`src/rtl/fifo_pkg.sv`:
```
// Shared constants and pointer-code helpers for the dual-clock FIFO controllers.
package fifo_pkg;

  localparam int ADDR_WIDTH_DFLT = 4;
  localparam int PTR_W_DFLT      = ADDR_WIDTH_DFLT + 1;
  localparam int DEPTH           = 2 ** ADDR_WIDTH_DFLT;

  // Helpers work on a wide word so any pointer width up to 32 can use them;
  // callers zero-extend in and truncate out.
  localparam int PTR_MAX_W = 32;
  typedef logic [PTR_MAX_W-1:0] ptr_word_t;

  function automatic ptr_word_t bin2gray(input ptr_word_t bin);
    return bin ^ (bin >> 1);
  endfunction

  function automatic ptr_word_t gray2bin(input ptr_word_t gray);
    ptr_word_t bin;
    bin = '0;
    for (int i = 0; i < PTR_MAX_W; i++) begin
      bin[i] = ^(gray >> i);
    end
    return bin;
  endfunction

endpackage

```
`src/rtl/ptr_gray_dec.sv`:
```
// Combinational Gray-to-binary pointer decoder (XOR prefix from the MSB down).
module ptr_gray_dec
  import fifo_pkg::*;
#(
  parameter int W = PTR_W_DFLT
) (
  input  logic [W-1:0] gray_i,
  output logic [W-1:0] bin_o
);

  // Each binary bit is the XOR of all Gray bits at or above it.
  for (genvar i = 0; i < W; i++) begin : g_bit
    assign bin_o[i] = ^gray_i[W-1:i];
  end

endmodule

```
`src/rtl/fifo_wr_ctrl.sv`:
```
// Write-side pointer and flag controller for the dual-clock FIFO (write domain).
module fifo_wr_ctrl
  import fifo_pkg::*;
#(
  parameter int ADDR_WIDTH   = ADDR_WIDTH_DFLT,
  parameter int AFULL_THRESH = 12
) (
  input  logic                  clk,
  input  logic                  rst_n,
  input  logic                  wr_req,
  input  logic [ADDR_WIDTH:0]   rd_ptr_gray_sync,
  input  logic                  clr_overflow,
  output logic                  ram_we,
  output logic [ADDR_WIDTH-1:0] ram_waddr,
  output logic [ADDR_WIDTH:0]   wr_ptr_gray,
  output logic                  full,
  output logic                  almost_full,
  output logic [ADDR_WIDTH:0]   wr_count,
  output logic                  overflow
);

  localparam int PTR_W = ADDR_WIDTH + 1;
  localparam int MSB   = PTR_W - 1;
  localparam logic [PTR_W-1:0] AFULL_T = PTR_W'(AFULL_THRESH);

  logic [PTR_W-1:0] wr_ptr_bin_q,  wr_ptr_bin_d;
  logic [PTR_W-1:0] wr_ptr_gray_q, wr_ptr_gray_d;
  logic [PTR_W-1:0] wr_count_q,    wr_count_d;
  logic             full_q,        full_d;
  logic             afull_q,       afull_d;
  logic             overflow_q,    overflow_d;
  logic [PTR_W-1:0] rd_bin;
  logic [PTR_W-1:0] full_cmp;

  ptr_gray_dec #(.W(PTR_W)) u_rd_dec (
    .gray_i (rd_ptr_gray_sync),
    .bin_o  (rd_bin)
  );

  // Writes are accepted only while not full; the address comes straight from the pointer register.
  assign ram_we    = wr_req & ~full_q;
  assign ram_waddr = wr_ptr_bin_q[ADDR_WIDTH-1:0];

  // Next pointer, its Gray form, and the flags derived from it against the synced read pointer.
  always_comb begin
    // NOTE: every signal written here gets a value on every path, so no latch is inferred.
    wr_ptr_bin_d  = wr_ptr_bin_q + {{(PTR_W-1){1'b0}}, ram_we};
    wr_ptr_gray_d = PTR_W'(bin2gray(ptr_word_t'(wr_ptr_bin_d)));
    // Full in Gray space: top two bits inverted, the rest equal, means a whole depth ahead.
    full_cmp      = {~rd_ptr_gray_sync[MSB], ~rd_ptr_gray_sync[MSB-1], rd_ptr_gray_sync[MSB-2:0]};
    full_d        = (wr_ptr_gray_d == full_cmp);
    // Modular difference is correct across the pointer wrap; stale rd_bin only over-reports.
    wr_count_d    = wr_ptr_bin_d - rd_bin;
    afull_d       = (wr_count_d >= AFULL_T);
    // A new dropped write wins over a clear issued in the same cycle.
    overflow_d    = (wr_req & full_q) | (overflow_q & ~clr_overflow);
  end

  // State registers; Gray pointer is registered so the read domain sees one-bit steps only.
  always_ff @(posedge clk or negedge rst_n) begin
    // NOTE: asynchronous reset clears every flop at once, with no clock edge required.
    if (!rst_n) begin
      wr_ptr_bin_q  <= '0;
      wr_ptr_gray_q <= '0;
      wr_count_q    <= '0;
      full_q        <= 1'b0;
      afull_q       <= 1'b0;
      overflow_q    <= 1'b0;
    end else begin
      // NOTE: non-blocking assignments so all flops update from pre-edge values.
      wr_ptr_bin_q  <= wr_ptr_bin_d;
      wr_ptr_gray_q <= wr_ptr_gray_d;
      wr_count_q    <= wr_count_d;
      full_q        <= full_d;
      afull_q       <= afull_d;
      overflow_q    <= overflow_d;
    end
  end

  assign wr_ptr_gray = wr_ptr_gray_q;
  assign full        = full_q;
  assign almost_full = afull_q;
  assign wr_count    = wr_count_q;
  assign overflow    = overflow_q;

endmodule

```
`config.mk`:
```
export PLATFORM = sky130hd
export DESIGN_NAME = fifo_wr_ctrl
export DESIGN_NICKNAME = d
export VERILOG_FILES = /design/src/rtl/fifo_pkg.sv /design/src/rtl/ptr_gray_dec.sv /design/src/rtl/fifo_wr_ctrl.sv
export SDC_FILE = /design/constraint.sdc
export NUM_CORES = 1
export LEC_CHECK = 0
export CAP_MARGIN = 5
export CORE_MARGIN = 3
export CORE_UTILIZATION = 48
export CTS_CLUSTER_SIZE = 28
export DETAILED_ROUTE_END_ITERATION = 6
export PLACE_DENSITY = 0.82
export SETUP_SLACK_MARGIN = 0.15
export SLEW_MARGIN = 5
export SYNTH_ARGS = -nofsm -noshare
export SYNTH_HDL_FRONTEND = slang
export SYNTH_SLANG_ARGS = --single-unit
```
`constraint.sdc`:
```
create_clock -name clk -period 7.3 [get_ports clk]
set_input_delay 1.46 -clock clk [delete_from_list [all_inputs] [get_ports clk]]
set_output_delay 1.46 -clock clk [all_outputs]
set_load 0.02 [all_outputs]
```
==> results.yml <==
status:
  run_status: "completed"
clock_tree:
  htreeDepth: 1
  cts_setup_buffers: 0
  cts_buffers: 3
  root_buffer: "clkbuf_4"
  cts_tree: "yes"
  ctsHoldBuffers: 0
  post_cts_resized: 0
  clkLatencyLatePin_ps: 280
  cts_buffer_depth: 2
  cts_sinks: 17
  clkTransAtPathRegs_ps: 90
critical_path:
  critical-path-slowest-cell: "clkdlybuf4s50_1"
  arrival_ps: 2910
  path_common_cell: "clkdlybuf4s50_1"
  critical_path_class: "in -> out"
  cp.buffers_inverters: 2
  start_kind: "input pin"
  worstPathMaxFanout: 4
  worstPathRequired_ps: 5840
  slowest_delay_ps: 680
  crit_family: "buffers and inverters"
  setup.worst_path.end_class: "output pin"
  path_cells: "clkdlybuf4s50_1, nor2b_1, clkdlybuf4s50_1"
logic_synthesis:
  post-synth-top-count-cell: "dfrtp_1"
  synthCells: 70
  synth_top_area_share_pct: 48.2
  ys.flop_type: "dfrtp_1"
  synthTopCellsByCount: "dfrtp_1 (17), xor2_1 (11), xnor2_1 (8)"
  synth_largest_area_cell: "dfrtp_1"
  netlist-cell-type-count: 25
  ys_seq_elements: 17
  synth_edf_count: 0
  syn_nets: 84
  synth_warnings: 0
  postSynthAreaPerCell_um2: 12.6
  synthArstFlopShare_pct: 100
  synth_area_leaders: "dfrtp_1 (48%), xor2_1 (11%), xnor2_1 (7.9%)"
  synth_seq_area_share_pct: 48.2
  synth_area_um2: 882
global_routing:
  grt_pass1_vias: 640
  grt_max_degree: 18
  grt.overflow.total: 0
  grt_pass1_wl_um: 2820
  grtUsageTotal_pct: 15.1
  antenna_found_initial: 0
routing:
  drc: 0
  wirelength_um: 1530
  post_drt_wl_per_cell_um: 12.3
  antenna_left: 0
  drt_iter0_markers: 1
  via_per_inst: 4.74
  vias: 588
  first_pass_iters: 2
finish:
  final_cell_count_no_fill: 124
  finalNetCount: 115
  regArea_um2: 425
  diodes: 0
  final_layout_size_suffix_gt1_share_pct: 9.00
  final_util_pct: 74.4
  n_fill_cell: 130
  multi_input_area_um2: 438
  syn2layout_area_growth_pct: 35.9
floorplanning:
  die_height_um: 48.9
  rows: 14
  fp.coreArea_um2: 1610
  initial_core_util_pct: 54.7
  dieArea_um2: 2390
  die_w_um: 48.9
  pin_count: 27
placement:
  portBuffers: 26
  gp_congestion: 0.769
  hpwlAfterDp_um: 1250
  dp_cells: 120
sta:
  tightestPinTransition_ps: 749
  finalHoldViolations: 0
  drv_slew: 0
  fin_tns_setup_ps: 0
  setup_viol: 0
  max_slew_margin_pct: 49.9
  rsz0062_at_grt: "false"
  finalClockSkew_ps: 4.83
  clock.fmax_mhz: 229
  period_share_pct: 59.9
  period_needed_ps: 4370
pwr:
  leakagePower_nw: 0.511
  p_per_area_nw_per_um2: 528
  vdd_drop_max_uv: 295
job:
  cap_violations: 0
min_path:
  min_path_type: "reg -> reg"
power breakdown:
part / switching (mW) / total [mW] / internal (mW)
clock network: 0.0269 / 0.0481 / 0.0212
logic: 0.217 / 0.414 / 0.197
registers: 0.0248 / 0.170 / 0.146
final timing paths:
kind,startpoint,endpoint,slack [ps],cells past startpoint
max reg2reg,full$_DFF_PN0_,almost_full$_DFF_PN0_,4610,8
max,wr_req,ram_we,2930,3
max in group asynchronous,rst_n,full$_DFF_PN0_,5220,1
min in group asynchronous,rst_n,wr_count[0]$_DFF_PN0_,1620,1
min,full$_DFF_PN0_,overflow$_DFF_PN0_,520,2
min reg2reg,full$_DFF_PN0_,overflow$_DFF_PN0_,520,2
state kept, by name, summed over array words and instances (netlist names):
name,count
full,1
wr_ptr_bin_q,5
wr_count,5
almost_full,1
wr_ptr_gray,4
overflow,1
cell type report:
| type | instances | share of cell area (%) |
|---|---|---|
| clock buffers | 4 | 2.19 |
| flip-flops and latches | 17 | 35.5 |
| repair buffers | 26 | 21.7 |
| well taps | 24 | 2.51 |
| inverters | 5 | 1.57 |
| multi-input cells | 48 | 36.5 |
logic make-up after synthesis:
kind of cell,count (synthesis),share of synthesized area [%]
adders and majority gates,6,9.22
xor gates and xnor gates,22,26.5
DFF,17,48.2
buffers and inverters,5,2.13
and+or+nand+nor,13,8.51
AOI/OAI and AO/OA,7,5.39
worst register-to-register path, stage by stage (launching register included):
cell	delay, ps
dfrtp_1	400
nor2b_1	290
and2_1	180
ha_1	320
fa_1	530
maj3_2	340
a21oi_2	150
xnor2_1	90
a311o_1	270
stage by stage:
step                setup WS [ps]  instance area, um2  power (mW)  hold WS [ps]
floorplan                    3380                 882       0.449           594
global placement             2750                1170       0.579           504
detailed placement           2660                1170       0.592           506
CTS                          2910                1200       0.643           529
global route                 2850                1200       0.689           560
finish                       2930                1200       0.633           519
per-layer routing:
metal | global-route usage [%] | part of all wire, % | vias to the layer above
met4 | 5.69 | 0 | 0
met1 | 15.7 | 40 | 281
met3 | 3.67 | 5.4 | 0
li1 | - | - | 291
met2 | 28.7 | 55 | 16
met5 | 0 | 0 | -
cells in the final DEF, fill, tap and decap left out, drive strengths merged, types with 2 or more instances in the layout:
cell type / count
xor2: 12
dfrtp: 17
or3: 2
clkbuf: 4
a21oi: 2
o21ai: 3
xnor2: 9
clkdlybuf4s50: 26
ha: 4
nand2: 2
nand3: 3
inv: 5
Power figures use the tool's default switching activity.
